### src/rtl/ksa32_sub_pipe.sv
// Three-stage pipelined Kogge-Stone subtractor: diff = a - b - bin with borrow and status flags.
// Stage 1 runs the first SPLIT prefix levels, stage 2 the rest plus sum and flags.
module ksa32_sub_pipe #(
    parameter int WIDTH = 32,
    parameter int SPLIT = 3
) (
    input  logic             clk,
    input  logic             rst,
    input  logic             in_valid,
    output logic             in_ready,
    input  logic [WIDTH-1:0] a,
    input  logic [WIDTH-1:0] b,
    input  logic             bin,
    output logic             out_valid,
    input  logic             out_ready,
    output logic [WIDTH-1:0] diff,
    output logic             borrow,
    output logic             zero,
    output logic             neg,
    output logic             ovf
);

    localparam int LEVELS = $clog2(WIDTH);

    logic v0, v1, v2;
    logic en0, en1, en2;

    // Each stage advances independently so empty slots collapse under an output stall.
    assign en2       = !v2 || out_ready;
    assign en1       = !v1 || en2;
    assign en0       = !v0 || en1;
    assign in_ready  = en0;
    assign out_valid = v2;

    // Stage 0: propagate/generate of a + ~b + ~bin
    logic [WIDTH-1:0] p0_q, g0_q;
    logic             cin0_q, a_msb0_q, b_msb0_q;

    always_ff @(posedge clk) begin
        if (rst) begin
            // NOTE: data registers only need their valid bit reset; they are cleared too so waveforms stay deterministic.
            v0       <= 1'b0;
            p0_q     <= '0;
            g0_q     <= '0;
            cin0_q   <= 1'b0;
            a_msb0_q <= 1'b0;
            b_msb0_q <= 1'b0;
        end else if (en0) begin
            v0 <= in_valid;
            if (in_valid) begin
                p0_q     <= a ^ ~b;
                g0_q     <= a & ~b;
                cin0_q   <= ~bin;
                a_msb0_q <= a[WIDTH-1];
                b_msb0_q <= b[WIDTH-1];
            end
        end
    end

    logic [WIDTH-1:0] g_init;
    assign g_init = g0_q | {{(WIDTH-1){1'b0}}, p0_q[0] & cin0_q};

    for (genvar k = 0; k < SPLIT; k++) begin : g_lv1
        localparam int D = 1 << k;
        localparam logic [WIDTH-1:0] LOW = (WIDTH'(1) << D) - WIDTH'(1);
        logic [WIDTH-1:0] g_in, p_in, g_out, p_out;
        if (k == 0) begin : g_first
            assign g_in = g_init;
            assign p_in = p0_q;
        end else begin : g_next
            assign g_in = g_lv1[k-1].g_out;
            assign p_in = g_lv1[k-1].p_out;
        end
        assign g_out = g_in | (p_in & (g_in << D));
        assign p_out = p_in & ((p_in << D) | LOW);
    end

    // Stage 1: partial group G/P plus the bit-level p needed for the final sum
    logic [WIDTH-1:0] g1_q, p1_q, po1_q;
    logic             cin1_q, a_msb1_q, b_msb1_q;

    always_ff @(posedge clk) begin
        if (rst) begin
            v1       <= 1'b0;
            g1_q     <= '0;
            p1_q     <= '0;
            po1_q    <= '0;
            cin1_q   <= 1'b0;
            a_msb1_q <= 1'b0;
            b_msb1_q <= 1'b0;
        end else if (en1) begin
            v1 <= v0;
            if (v0) begin
                g1_q     <= g_lv1[SPLIT-1].g_out;
                p1_q     <= g_lv1[SPLIT-1].p_out;
                po1_q    <= p0_q;
                cin1_q   <= cin0_q;
                a_msb1_q <= a_msb0_q;
                b_msb1_q <= b_msb0_q;
            end
        end
    end

    for (genvar j = 0; j < LEVELS - SPLIT; j++) begin : g_lv2
        localparam int D = 1 << (SPLIT + j);
        localparam logic [WIDTH-1:0] LOW = (WIDTH'(1) << D) - WIDTH'(1);
        logic [WIDTH-1:0] g_in, p_in, g_out, p_out;
        if (j == 0) begin : g_first
            assign g_in = g1_q;
            assign p_in = p1_q;
        end else begin : g_next
            assign g_in = g_lv2[j-1].g_out;
            assign p_in = g_lv2[j-1].p_out;
        end
        assign g_out = g_in | (p_in & (g_in << D));
        assign p_out = p_in & ((p_in << D) | LOW);
    end

    logic [WIDTH-1:0] g_fin, sum_n;
    logic             unused_p;

    assign g_fin    = g_lv2[LEVELS-SPLIT-1].g_out;
    assign unused_p = ^g_lv2[LEVELS-SPLIT-1].p_out;
    // Carry into bit i is the prefix generate of bits i-1..0 with carry-in already folded in.
    assign sum_n    = po1_q ^ {g_fin[WIDTH-2:0], cin1_q};

    // Stage 2: registered outputs
    always_ff @(posedge clk) begin
        if (rst) begin
            v2     <= 1'b0;
            diff   <= '0;
            borrow <= 1'b0;
            zero   <= 1'b0;
            neg    <= 1'b0;
            ovf    <= 1'b0;
        end else if (en2) begin
            v2 <= v1;
            if (v1) begin
                diff   <= sum_n;
                borrow <= ~g_fin[WIDTH-1];
                zero   <= ~|sum_n;
                neg    <= sum_n[WIDTH-1];
                ovf    <= (a_msb1_q ^ b_msb1_q) & (sum_n[WIDTH-1] ^ a_msb1_q);
            end
        end
    end

endmodule
### config.mk
export PLATFORM = sky130hd
export DESIGN_NAME = ksa32_sub_pipe
export DESIGN_NICKNAME = d
export VERILOG_FILES = /design/src/rtl/ksa32_sub_pipe.sv
export SDC_FILE = /design/constraint.sdc
export NUM_CORES = 1
export LEC_CHECK = 0
export ABC_AREA = 1
export ABC_CLOCK_PERIOD_IN_PS = 3400
export CAP_MARGIN = 20
export CORE_AREA = 2 2 114 139
export DETAILED_ROUTE_END_ITERATION = 6
export DIE_AREA = 0 0 116 141
export PLACE_DENSITY = 0.81
export SYNTH_ARGS = -nofsm -noshare
export SYNTH_HDL_FRONTEND = slang
export SYNTH_SLANG_ARGS = --single-unit
export TNS_END_PERCENT = 5
### constraint.sdc
create_clock -name clk -period 3.4 [get_ports clk]
set_input_delay 0.68 -clock clk [delete_from_list [all_inputs] [get_ports clk]]
set_output_delay 0.68 -clock clk [all_outputs]
set_load 0.02 [all_outputs]
==> impl_results.md <==
* Status: finished, final reports clean
* Synth top area share at roughly 44%
* Area grow syn2layout at 19.08%
* Number of flops mapped to enable cells by yosys at 0
* FF-to-FF End: g1_q[6]
* IO Port Bufs at roughly 110
* Seq/Total Area, Yosys at 44.26%
* Layout Nets at 1416
* CP peak stage delay at around 0.63 ns
* TritonRoute pass-1 iters at 6
* Core Box Area at 15140 um^2
* Final Hold Slack at ~0.46 ns
* Critical Path Source: out_ready
* Clk buf depth at 2
* Die height at 141 um
* Clock Sinks at 196
* PwrDens at slightly below 500 nW/um^2
* Largest family of logic cells by synthesized area: simple AND/OR/NAND/NOR gates
* FF-to-FF path depth at 6
* Total power at approximately 5 mW
* Remaining Overflow, GRT at 0
* Maximum fanout along the worst path at 3
* DR WL/cell at about 14 um
* Vias in the first global route at about 7.6k
* Syn avg cell area at between 7 and 8 um^2
* FF+latch count, synth at around 200
* Area contributors post-synth: dfxtp_1 (44%), nor2_1 (9.3%), o21ai_0 (9.2%), nand2_1 (8.6%), a21oi_1 (7.2%)
* Adder-cell share of the synthesized area at under 10%
* XOR/XNOR Fraction of Synth Area at less than 1%
* Most used flip-flop cell after synthesis: dfxtp_1
* DR iter-0 viols at 887
* First-pass GRT wire length at 35.93 mm
* Die Footprint at ~16000 um^2
* Worst Setup Slack post-DPL at 0.7504 ns
* Synth Area in Compound Gates at around a fifth
* Cell repeated most along the worst path: clkdlybuf4s50_1
* Mux contribution to synthesized area at 0%
* Fraction of registers with async set or reset after synthesis at 0%
* Distinct cells, synth at 29
* Worst path cell trace: clkdlybuf4s50_1 > inv_1 > nand4_1 > clkdlybuf4s50_1
* Largest net degree at the start of global routing at 120
* Placer Congestion at 0.9053
* DRC at 0
* Hpwl dp at roughly 16 mm
* Share of cells above drive strength 1 at under 10%
* Final wirelength at between 20 and 25 mm
* Starting Density at 58.55%
* Max-cap violation count at 0
* Worst-path clk slew at around 0.070 ns
* # diodes at 0
* CTS tree: done
* Hold Vio Cnt, Final at 0
* Via density at ~5.5
* CP Class: primary input to output pin
* Core Rows at 50
* Global Route Usage Sum at a little over a quarter
* Highest clock rate at approximately 380 MHz
* Hold path start: g0_q[0]
* Worst vdd ir at about 0.29 mV
* CTS HTree Levels at 4
* CP Launch Type: primary input
* Crit path DAT at 1.96 ns
* Count leader, synth: nor2_1
* Clk_skew at 0.006178 ns
* Synth top cells by count: nor2_1 (219), nand2_1 (202), dfxtp_1 (196)
* CTS Hold Bufs at 0
* Netlist Area Pre-Place at 8865 um^2
* Worst slew margin relative to its limit at around 57%
* Final core utilization at between 60 and 70%
* Setup violations, final at 0
* Cell taking the most area after synthesis: dfxtp_1
* Slew Viols, Final at 0
* Slowest cell on the critical path: clkdlybuf4s50_1
* Postcts setup bufs at 0
* Initial antenna violation count at 0
* Min-Delay Endpoint: g0_q[0]
* I/O Pins at 107
* CP required at 2.72 ns
* Hold/Removal Path Class: register to register
* Detail Route Antenna Nets at 0
* CP endpoint kind: output pin
* Worst r2r src: v1
* Post-Synthesis Cells at roughly 1.2k
* Via count at ~8.4k
* DIE WIDTH at 116 um
* Syn. warnings at 0
* Simple-gate share of the synthesized area at 22.48%
* Slew @ Worst Pin at between 0.6 and 0.7 ns
* Syn nets at about 1.3k
* RSZ-0062 raised after global routing: false
* Tcrit/Tclk final at ~78%
* Tmin final at around 2.6 ns
* Post-Route Setup TNS at 0 ns
* Root buf cell: clkbuf_16
* TritonCTS Buffers at 17
* Post-CTS Resized at 0
* R2R Setup Slk at 1.64 ns
* Smallest setup slack after layout at 0.7615 ns
* CP Buf/Inv Count at 3
* Leakage at around 4.4 nW
* CP top delay family: buffers and inverters
* WHS Path Cells at 2
* Clk_lat worst skew at roughly 0.43 ns
[worst register-to-register path, delay by kind of cell, from the launching register on]
family                 cells  cell delay (ns)
buffers and inverters      1             0.42
DFF                        1             0.39
AOI/OAI and AO/OA          1             0.27
and+or+nand+nor            4             0.57
[layout make-up]
class / count / area (um^2)
Multi-Input combinational cell: 864 / 4212
Timing Repair Buffer: 117 / 1151
Sequential cell: 196 / 3924
Fill cell: 1325 / 4583
Inverter: 119 / 446.7
Clock inverter: 7 / 75.07
Tap cell: 208 / 260.3
Clock buffer: 23 / 488.0
[registers in the layout, summed over array words and instances, names as in the netlist, 25 cells and up]
register and flops:
diff 32, g0_q 32, g1_q 32, g_lv1.p_in 32, g_lv2.p_in 25, po1_q 31
[report_power, final]
group | switching (mW) | internal (mW) | leakage (nW)
logic | 0.389 | 0.273 | 2.57
clock network | 0.840 | 1.08 | 0.267
registers | 0.110 | 2.43 | 1.61
[cell families after synthesis]
family                   count (synthesis)
flip-flops                             196
AO/OA/AOI/OAI                          329
AND/OR/NAND/NOR                        497
XOR/XNOR                                 6
buffers and inverters                  180
adder cells (fa/ha/maj)                 32
[per-layer routing]
layer / GRT usage [%] / routed length, um / vias up
li1: - / - / 4226
met1: 37.65 / 9641 / 3795
met2: 44.11 / 9900 / 318
met3: 5.030 / 1658 / 41
met4: 8.271 / 495 / 0
met5: 0 / 0 / -
[per-stage QoR]
stage,std cells,area (um^2)
after global routing,1534,10560
final,1534,10560
after global placement,1504,9993
after detailed placement,1504,9993
after floorplan,1240,8865
after CTS,1534,10560
[worst max-delay path by stage]
stage	slack, ns	to	cells after the start
global placement	0.79	in_ready	4
detailed placement	0.75	in_ready	4
floorplan	1.65	g0_q[10]	7
global route	0.72	in_ready	4
finish	0.76	in_ready	4
CTS	0.75	in_ready	4
[layout by cell type, fill, tap and decap left out, types with 8 or more instances in the layout]
master	count
inv_1	116
ha_1	32
nor2_1	219
o211ai_1	11
a21oi_1	128
dfxtp_1	196
o21ai_0	163
a221oi_1	15
nand3_1	57
buf_4	10
clkbuf_16	17
nand2_1	202
clkdlybuf4s50_1	105
a31oi_1	8
Note: power is estimated with default switching activity, not from simulation.
